[src/rtl/alu_arbiter_pkg.sv]
// Shared definitions for the ALU arbiter: op codes, default data width and
// the response-buffer state encoding.
package alu_pkg;

  localparam int OP_W       = 3;
  localparam int DATA_W_DEF = 64;

  localparam logic [OP_W-1:0] OP_ADD   = 3'b000;
  localparam logic [OP_W-1:0] OP_SUB   = 3'b001;
  localparam logic [OP_W-1:0] OP_AND   = 3'b010;
  localparam logic [OP_W-1:0] OP_ORR   = 3'b011;
  localparam logic [OP_W-1:0] OP_PASSB = 3'b100;

  typedef enum logic {
    ST_EMPTY = 1'b0,
    ST_FULL  = 1'b1
  } buf_state_e;

  // Codes above pass-B are unassigned.
  function automatic logic op_legal(input logic [OP_W-1:0] op);
    return op <= OP_PASSB;
  endfunction

endpackage

[src/rtl/alu_arbiter_if.sv]
// Bundle of requester, shared-ALU and response signals around the arbiter.
// slave = arbiter side, master = surrounding datapath / consumer side.
interface alu_arbiter_if #(
  parameter int NUM_REQ = 2,
  parameter int DATA_W  = 64,
  parameter int ID_W    = $clog2(NUM_REQ)
);
  logic [NUM_REQ-1:0]        req_valid;
  logic [NUM_REQ-1:0]        req_ready;
  logic [3*NUM_REQ-1:0]      req_op;
  logic [DATA_W*NUM_REQ-1:0] req_a;
  logic [DATA_W*NUM_REQ-1:0] req_b;

  logic [2:0]                alu_op;
  logic [DATA_W-1:0]         alu_a;
  logic [DATA_W-1:0]         alu_b;
  logic [DATA_W-1:0]         alu_result;
  logic                      alu_zero;

  logic                      rsp_valid;
  logic                      rsp_ready;
  logic [ID_W-1:0]           rsp_id;
  logic [DATA_W-1:0]         rsp_result;
  logic                      rsp_zero;
  logic                      rsp_err;

  modport slave (
    input  req_valid, req_op, req_a, req_b, alu_result, alu_zero, rsp_ready,
    output req_ready, alu_op, alu_a, alu_b,
           rsp_valid, rsp_id, rsp_result, rsp_zero, rsp_err
  );

  modport master (
    output req_valid, req_op, req_a, req_b, alu_result, alu_zero, rsp_ready,
    input  req_ready, alu_op, alu_a, alu_b,
           rsp_valid, rsp_id, rsp_result, rsp_zero, rsp_err
  );
endinterface

[src/rtl/alu_arbiter_rr_arbiter.sv]
// Round-robin picker: first set request searching upward from ptr_i+1,
// wrapping modulo NUM_REQ. Produces a one-hot grant plus its index.
module rr_arbiter #(
  parameter int NUM_REQ = 2,
  parameter int ID_W    = $clog2(NUM_REQ)
) (
  input  logic [NUM_REQ-1:0] req_i,
  input  logic               en_i,
  input  logic [ID_W-1:0]    ptr_i,
  output logic [NUM_REQ-1:0] gnt_o,
  output logic [ID_W-1:0]    gnt_idx_o
);

  logic            found;
  logic [ID_W-1:0] cand;

  always_comb begin
    gnt_o     = '0;
    gnt_idx_o = '0;
    found     = 1'b0;
    cand      = '0;
    for (int k = 1; k <= NUM_REQ; k++) begin
      cand = ID_W'((int'(ptr_i) + k) % NUM_REQ);
      if (en_i && !found && req_i[cand]) begin
        found       = 1'b1;
        gnt_o[cand] = 1'b1;
        gnt_idx_o   = cand;
      end
    end
  end

endmodule

[src/rtl/alu_arbiter.sv]
// Round-robin sharing of one combinational ALU between NUM_REQ requesters,
// with a one-entry response buffer. Optional illegal-op trap: ALU_ARB_OPCHECK_EN.
module alu_arbiter
  import alu_pkg::*;
#(
  parameter int NUM_REQ = 2,
  parameter int DATA_W  = DATA_W_DEF,
  parameter int ID_W    = $clog2(NUM_REQ)
) (
  input  logic          clk,
  input  logic          reset,
  alu_arbiter_if.slave  bus
);

  buf_state_e        state_q, state_d;
  logic [ID_W-1:0]   last_q, last_d;
  logic [ID_W-1:0]   id_q, id_d;
  logic [DATA_W-1:0] res_q, res_d;
  logic              zero_q, zero_d;

  logic [NUM_REQ-1:0] gnt;
  logic [ID_W-1:0]    gnt_idx;
  logic               can_issue;
  logic               grant;
  logic [OP_W-1:0]    sel_op;
  logic [DATA_W-1:0]  sel_a;
  logic [DATA_W-1:0]  sel_b;
  logic [DATA_W-1:0]  cap_res;
  logic               cap_zero;

  // A full buffer can still accept a new op when it is drained in the same cycle.
  assign can_issue = (state_q == ST_EMPTY) || bus.rsp_ready;

  rr_arbiter #(
    .NUM_REQ (NUM_REQ),
    .ID_W    (ID_W)
  ) u_rr (
    .req_i     (bus.req_valid),
    .en_i      (can_issue && !reset),
    .ptr_i     (last_q),
    .gnt_o     (gnt),
    .gnt_idx_o (gnt_idx)
  );

  assign grant         = |gnt;
  assign bus.req_ready = gnt;

  // One-hot mux; all-zero grant yields all-zero ALU inputs.
  always_comb begin
    sel_op = '0;
    sel_a  = '0;
    sel_b  = '0;
    for (int i = 0; i < NUM_REQ; i++) begin
      if (gnt[i]) begin
        sel_op = bus.req_op[OP_W*i +: OP_W];
        sel_a  = bus.req_a[DATA_W*i +: DATA_W];
        sel_b  = bus.req_b[DATA_W*i +: DATA_W];
      end
    end
  end

`ifdef ALU_ARB_OPCHECK_EN
  logic illegal;
  logic err_q, err_d;

  assign illegal     = grant && !op_legal(sel_op);
  assign bus.alu_op  = illegal ? OP_ADD : sel_op;
  assign bus.alu_a   = illegal ? '0 : sel_a;
  assign bus.alu_b   = illegal ? '0 : sel_b;
  assign cap_res     = illegal ? '0 : bus.alu_result;
  assign cap_zero    = illegal ? 1'b1 : bus.alu_zero;
  assign err_d       = grant ? illegal : err_q;
  assign bus.rsp_err = err_q;

  always_ff @(posedge clk) begin
    if (reset) err_q <= 1'b0;
    else       err_q <= err_d;
  end
`else
  assign bus.alu_op  = sel_op;
  assign bus.alu_a   = sel_a;
  assign bus.alu_b   = sel_b;
  assign cap_res     = bus.alu_result;
  assign cap_zero    = bus.alu_zero;
  assign bus.rsp_err = 1'b0;
`endif

  always_comb begin
    state_d = state_q;
    last_d  = last_q;
    id_d    = id_q;
    res_d   = res_q;
    zero_d  = zero_q;
    if (grant) begin
      state_d = ST_FULL;
      last_d  = gnt_idx;
      id_d    = gnt_idx;
      res_d   = cap_res;
      zero_d  = cap_zero;
    end else if (state_q == ST_FULL && bus.rsp_ready) begin
      state_d = ST_EMPTY;
    end
  end

  always_ff @(posedge clk) begin
    if (reset) begin
      state_q <= ST_EMPTY;
      last_q  <= ID_W'(NUM_REQ - 1);
      id_q    <= '0;
      res_q   <= '0;
      zero_q  <= 1'b0;
    end else begin
      state_q <= state_d;
      last_q  <= last_d;
      id_q    <= id_d;
      res_q   <= res_d;
      zero_q  <= zero_d;
    end
  end

  assign bus.rsp_valid  = (state_q == ST_FULL);
  assign bus.rsp_id     = id_q;
  assign bus.rsp_result = res_q;
  assign bus.rsp_zero   = zero_q;

endmodule

[src/flat_wrapper.sv]
// flat-port wrapper written by rule: the top's interface ports become plain ports
module alu_arbiter_flat import alu_pkg::*;
#(
  parameter int NUM_REQ = 2,
  parameter int DATA_W  = DATA_W_DEF,
  parameter int ID_W    = $clog2(NUM_REQ)
)
  (clk, reset, bus_req_valid, bus_req_op, bus_req_a, bus_req_b, bus_alu_result, bus_alu_zero, bus_rsp_ready, bus_req_ready, bus_alu_op, bus_alu_a, bus_alu_b, bus_rsp_valid, bus_rsp_id, bus_rsp_result, bus_rsp_zero, bus_rsp_err);
  alu_arbiter_if #(.NUM_REQ(NUM_REQ), .DATA_W(DATA_W), .ID_W(ID_W)) bus_i ();
  input  logic clk;
  input  logic reset;
  input wire logic [$bits(bus_i.req_valid)-1:0] bus_req_valid;
  input wire logic [$bits(bus_i.req_op)-1:0] bus_req_op;
  input wire logic [$bits(bus_i.req_a)-1:0] bus_req_a;
  input wire logic [$bits(bus_i.req_b)-1:0] bus_req_b;
  input wire logic [$bits(bus_i.alu_result)-1:0] bus_alu_result;
  input wire logic [$bits(bus_i.alu_zero)-1:0] bus_alu_zero;
  input wire logic [$bits(bus_i.rsp_ready)-1:0] bus_rsp_ready;
  output wire logic [$bits(bus_i.req_ready)-1:0] bus_req_ready;
  output wire logic [$bits(bus_i.alu_op)-1:0] bus_alu_op;
  output wire logic [$bits(bus_i.alu_a)-1:0] bus_alu_a;
  output wire logic [$bits(bus_i.alu_b)-1:0] bus_alu_b;
  output wire logic [$bits(bus_i.rsp_valid)-1:0] bus_rsp_valid;
  output wire logic [$bits(bus_i.rsp_id)-1:0] bus_rsp_id;
  output wire logic [$bits(bus_i.rsp_result)-1:0] bus_rsp_result;
  output wire logic [$bits(bus_i.rsp_zero)-1:0] bus_rsp_zero;
  output wire logic [$bits(bus_i.rsp_err)-1:0] bus_rsp_err;
  assign bus_i.req_valid = bus_req_valid;
  assign bus_i.req_op = bus_req_op;
  assign bus_i.req_a = bus_req_a;
  assign bus_i.req_b = bus_req_b;
  assign bus_i.alu_result = bus_alu_result;
  assign bus_i.alu_zero = bus_alu_zero;
  assign bus_i.rsp_ready = bus_rsp_ready;
  assign bus_req_ready = bus_i.req_ready;
  assign bus_alu_op = bus_i.alu_op;
  assign bus_alu_a = bus_i.alu_a;
  assign bus_alu_b = bus_i.alu_b;
  assign bus_rsp_valid = bus_i.rsp_valid;
  assign bus_rsp_id = bus_i.rsp_id;
  assign bus_rsp_result = bus_i.rsp_result;
  assign bus_rsp_zero = bus_i.rsp_zero;
  assign bus_rsp_err = bus_i.rsp_err;
  alu_arbiter #(.NUM_REQ(NUM_REQ), .DATA_W(DATA_W), .ID_W(ID_W)) u_core (.clk(clk), .reset(reset), .bus(bus_i));
endmodule
[config.mk]
export PLATFORM = sky130hd
export DESIGN_NAME = alu_arbiter_flat
export DESIGN_NICKNAME = d
export VERILOG_FILES = /design/src/rtl/alu_arbiter_pkg.sv /design/src/rtl/alu_arbiter_if.sv /design/src/rtl/alu_arbiter_rr_arbiter.sv /design/src/rtl/alu_arbiter.sv /design/src/flat_wrapper.sv
export SDC_FILE = /design/constraint.sdc
export NUM_CORES = 1
export LEC_CHECK = 0
export CAP_MARGIN = 10
export CORE_AREA = 5 5 205 207
export DETAILED_ROUTE_END_ITERATION = 10
export DIE_AREA = 0 0 210 212
export HOLD_SLACK_MARGIN = 0.1
export PLACE_DENSITY_LB_ADDON = 0.3
export SLEW_MARGIN = 20
export SYNTH_ARGS = -nofsm -noshare
export SYNTH_HDL_FRONTEND = slang
export SYNTH_SLANG_ARGS = --single-unit
[constraint.sdc]
create_clock -name clk -period 2.9 [get_ports clk]
set_input_delay 0.435 -clock clk [delete_from_list [all_inputs] [get_ports clk]]
set_output_delay 0.435 -clock clk [all_outputs]
set_load 0.03 [all_outputs]
Word-level counts from Yosys, hierarchy flattened
Index checks and enable logic that the tools add are counted.

Register bits: 68. Word-level logic and storage cells: 46. Output and inout bits: 201.

Reduce and logical (&&, ||, !) cells: 12. Order comparisons: 4. Mux-type cells: 21. $add $sub $neg: 2. Bitwise operators: 2.

Operator list (number): 64-bit 2-to-1 mux (4); 1-bit 2-to-1 mux (11); 1-bit logical AND (7); 3-bit 2-to-1 mux (2); 1-bit by 2-bit < comparator with 1-bit output, second input constant (2); 2-bit 2-to-1 mux (2); 1-bit adder, second input constant (2); 1-bit demux with 1-bit select (2); 1-bit greater-or-equal comparator, second input constant (2); 1-bit zero test (2); 2-bit bitwise OR (1); 2-bit nonzero test (1); 2-bit OR reduction (1); 1-bit logical OR (1); 1-bit inverter (1).

Depth between registers and ports, before layout
Depth after elaboration: 11. Mapped depth: 7. Gate-level depth less buffers: 3.

Modules after synthesis
A second synthesis with hierarchy kept.

Cell total of the unflattened synthesis: 481. Area total of the unflattened synthesis: 4174.0 µm².

Modules (own cells, without submodules): alu_arbiter (cells each 475, instances 1, sequential area each 1361.3 µm², area each 4147.7 µm²); rr_arbiter (cells each 6, instances 1, sequential area each 0.0 µm², area each 26.3 µm²).

Worst setup path after synthesis
No wires, ideal clock.

Path kind: register -> output. Start point: register u_core.state_q, in the netlist u_core.bus.rsp_valid. End point: output port bus_alu_b[55]. Required time: 2465 ps. Path slack: 576 ps. Buffers on the path: 1. Data arrival time: 1889 ps. Stages on the path, launching flop included: 5. Cells stage by stage: dfxtp_1 > nor2b_1 > nor4b_4 > clkbuf_1 > a22o_1.

Longest elaborated chain between the ends: 11. Elaborated cells on any way between the ends: 13. Classes of those cells: mux (5); bitwise (2); reduce/logical (6).

RTL lines: from (decl) (line alu_arbiter.sv:15) `buf_state_e state_q, state_d;`; from (signal assigned) (line alu_arbiter.sv:113) `state_q <= state_d;`; 1-bit inverter (*) (line alu_arbiter.sv:32) `assign can_issue = (state_q == ST_EMPTY) || bus.rsp_ready;`; 1-bit logical OR (*) (line alu_arbiter.sv:32); 1-bit logical AND (*) (line alu_arbiter.sv:39) `.en_i (can_issue && !reset),`; 1-bit logical AND (line alu_arbiter_rr_arbiter.sv:24) `if (en_i && !found && req_i[cand]) begin`; 1-bit 2-to-1 mux (line alu_arbiter_rr_arbiter.sv:24); 1-bit zero test (line alu_arbiter_rr_arbiter.sv:24); 1-bit logical AND (2 in a row) (line alu_arbiter_rr_arbiter.sv:24); 2-bit 2-to-1 mux (*) (line alu_arbiter_rr_arbiter.sv:24); via bus_req_ready[0] (line flat_wrapper.sv:19) `output wire logic [$bits(bus_i.req_ready)-1:0] bus_req_ready;`; 64-bit 2-to-1 mux (*) (2 in a row) (line alu_arbiter.sv:54) `if (gnt[i]) begin`; to (decl) (line flat_wrapper.sv:22) `output wire logic [$bits(bus_i.alu_b)-1:0] bus_alu_b;`.

Mark *: on every way through the listed nets, which the timed path passes. The rest lies on a longest branch.

Final worst setup path
Start point: input port reset. End point: output port bus_alu_b[22].

Longest elaborated chain between the ends: 10. Elaborated cells on any way between the ends: 12. Classes of those cells: mux (5); bitwise (1); reduce/logical (6).

RTL lines: from (decl) (line flat_wrapper.sv:11) `input logic reset;`; 1-bit zero test (*) (line alu_arbiter.sv:39); 1-bit logical AND (*) (line alu_arbiter.sv:39); 1-bit logical AND (line alu_arbiter_rr_arbiter.sv:24); 1-bit 2-to-1 mux (line alu_arbiter_rr_arbiter.sv:24); 1-bit zero test (line alu_arbiter_rr_arbiter.sv:24); 1-bit logical AND (2 in a row) (line alu_arbiter_rr_arbiter.sv:24); 2-bit 2-to-1 mux (*) (line alu_arbiter_rr_arbiter.sv:24); 64-bit 2-to-1 mux (line alu_arbiter.sv:54); 64-bit 2-to-1 mux (*) (line alu_arbiter.sv:54).

Every way passes the cells marked *; elsewhere a longest branch is shown, timed or not.

==> flow_summary_export.csv <==
group,metric,value,unit
run_status,outcome,"finished clean",
power_and_ir_drop,power.net_switching,1340,µW
critical_path,crit_type,"in -> out",
detailed_routing,drtIter0Drc,318,
min_path,hold_class,"reg -> reg",
timing,period_minus_slack,2.72,ns
floorplan,ios,533,
power_and_ir_drop,p_leak,0.00429,µW
global_route,grt_usage,14.6,%
detailed_routing,wl,35700,µm
critical_path,crit_path_end_kind,"primary output",
timing,fin_ws,0.177,ns
floorplan,std_cell_rows,74,
cells_and_area,drive_gt1_share,17.9,%
clock_tree,cts_setup_buffers,0,
yosys,syn_inst,482,
clock_tree,cts_made_buffers,9,
critical_path,crit_top_cell,"buf_12",
detailed_routing,via_per_inst,4.07,
floorplan,die_w,210,µm
global_route,grt_pass1_vias,6271,
critical_path,critPathRequiredTime,2.47,ns
cells_and_area,synthToLayoutAreaGrowth,165,%
timing,slew_headroom,43.2,%
critical_path,slowest_stage,"clkdlybuf4s50_1",
timing,finalHoldViolations,0,
yosys,avgSynthCellArea,8.41,µm²
clock_tree,clock-sinks,68,
floorplan,die_y,212,µm
placed_design,dp_hpwl,29800,µm
detailed_routing,drtPass1Iterations,4,
clock_tree,cts_hold_buf,0,
critical_path,crit_path_max_incr_delay,0.53,ns
global_route,grt_max_degree,132,
detailed_routing,drtAntennaViolNets,0,
timing,tightest_slew,0.853,ns
power_and_ir_drop,p_sw_share,34.7,%
timing,rsz0062_at_grt,"no",
placed_design,pre_cts_slack,0.176,ns
clock_tree,clk_path_buf_depth,2,
cells_and_area,fin_nets,1304,
timing,period_share,93.9,%
run,maxCapViolCount,0,
yosys,yosysSeqAreaShare,33.6,%
global_route,grt_pass1_wl,47200,µm
timing,fmax,367,MHz
power_and_ir_drop,ir_worst_vdd,0.245,mV
critical_path,crit_path_start_kind,"input port",
clock_tree,root_buffer,"clkbuf_16",
floorplan,die_area,0.0445,mm²
timing,clock_skew,0.00582,ns
power_and_ir_drop,power_density,360,mW/mm²
detailed_routing,routedWlPerCell,23.3,µm
floorplan,start_util,10.1,%
timing,slew_violations,0,
power_and_ir_drop,seqPwrFrac,27.0,%
critical_path,path_cells,"clkdlybuf4s50_1, nor4b_4, buf_12, buf_12, a22o_1, buf_12",
yosys,yosys_warnings,0,
cells_and_area,post-route-util,26.7,%
power_and_ir_drop,p_comb_share,46.8,%
floorplan,core-area,0.0402,mm²
placed_design,portBuffers,531,
detailed_routing,drc,0,
timing,setup_viol,0,
placed_design,gp_congestion,0.935,
power_and_ir_drop,p_clk_share,26.3,%
clock_tree,htreeDepth,3,
clock_tree,clkTransAtPathRegs,0.06,ns
yosys,ys_ff_latch,68,
yosys,netlist-cell-type-count,20,
critical_path,critPathArrivalTime,2.29,ns
clock_tree,ctsResizeCount,0,
global_route,overflow,0,
timing,setup_tns,0,ns
yosys,synth_nets,814,
yosys,synth_area,0.00405,mm²
global_route,grt_antenna_before_repair,26,
clock_tree,cts_tree,"done",
power_and_ir_drop,finalPower,3870,µW
detailed_routing,num_vias,6231,
critical_path,path_max_fanout,50,
power_and_ir_drop,power.internal,2530,µW
clock_tree,clk_latency,0.34,ns
-- sequential cells by signal, indices dropped and copies added, names as in the netlist --
signal / cells
u_core.bus.rsp_id: 1
u_core.bus.rsp_zero: 1
u_core.bus.rsp_valid: 1
u_core.bus.rsp_result: 64
u_core.last_q: 1
-- power by group through the flow --
stage | logic (µW) | registers [µW] | clock network, µW
finish | 1810 | 1040 | 1020
global route | 1890 | 1050 | 1110
CTS | 1830 | 1040 | 1070
detailed placement | 1820 | 1060 | 0
global placement | 1820 | 1060 | 0
floorplan | 571 | 1190 | 0
-- cell usage in the layout (no fill, tap or decap), drive strengths merged --
| cell | n |
|---|---|
| conb | 1 |
| dfxtp | 68 |
| a221o | 1 |
| clkbuf | 11 |
| nand4 | 65 |
| and4 | 1 |
| inv | 1 |
| nand2 | 68 |
| diode | 22 |
| o21bai | 1 |
| a22o | 131 |
| buf | 154 |
| nor4b | 1 |
| a21oi | 1 |
| nand2b | 1 |
| clkdlybuf4s50 | 398 |
| o211ai | 65 |
| nor2 | 1 |
| nor2b | 2 |
| clkinv | 5 |
| or2 | 1 |
-- routing by layer --
metal | vias to the layer above | wire length (µm) | global-route usage [%]
met5 | - | 41 | 0
met4 | 6 | 1330 | 8.80
met3 | 50 | 3360 | 5.84
met2 | 329 | 18500 | 25.2
met1 | 2922 | 12500 | 15.0
li1 | 2924 | - | -
-- kinds of logic (layout without fill, tap and decap cells) --
group	count (synthesis)	count (layout)	share of synthesized area, %
AO/OA/AOI/OAI	199	199	40.9
buffers and inverters	74	569	7.54
flip-flops	68	68	33.6
other	1	23	0.0926
AND/OR/NAND/NOR	140	140	17.9
-- critical path, delay by kind of cell --
kind            cells  cell delay [ns]
simple gates        1             0.37
compound gates      1             0.24
buf+inv             4             1.17
-- final timing paths --
kind / from / end / slack, ns / cells past startpoint
max: reset / bus_alu_b[22] / 0.18 / 6
min: u_core.bus.rsp_id / u_core.bus.rsp_id / 0.45 / 2
max reg2reg: u_core.bus.rsp_valid / u_core.bus.rsp_result[34] / 1.26 / 4
min reg2reg: u_core.bus.rsp_id / u_core.bus.rsp_id / 0.45 / 2
-- cell usage after synthesis (all sizes together) --
cell type / instances / area [µm²]
a21oi: 1 / 5.00
a221o: 1 / 10.0
a22o: 131 / 1150
and4: 1 / 8.76
buf: 33 / 151
clkbuf: 40 / 150
conb: 1 / 3.75
dfxtp: 68 / 1360
inv: 1 / 3.75
nand2: 68 / 255
nand2b: 1 / 6.26
nand4: 65 / 407
nor2: 1 / 3.75
nor2b: 2 / 12.5
nor4b: 1 / 23.8
o211ai: 65 / 488
o21bai: 1 / 7.51
or2: 1 / 6.26
-- cell type report --
cell class                 instances  area, µm²
fill                            4325      29400
timing repair buffer             552       5990
multi-input combinational        340       2400
sequential                        68       1360
tap                              532        666
clock buffer                      11        233
antenna                           22       55.1
clock inverter                     5       28.8
inverter                           1       6.26
-- through the flow --
step                      hold slack (ns)  cells  cell area [µm²]
after floorplan                     0.477    482             4050
after global placement              0.442   1493            10400
after detailed placement            0.450   1493            10400
after CTS                           0.462   1509            10700
after global routing                0.478   1530            10700
final                               0.455   1531            10700
No activity file was read; power rests on OpenSTA's default activity.
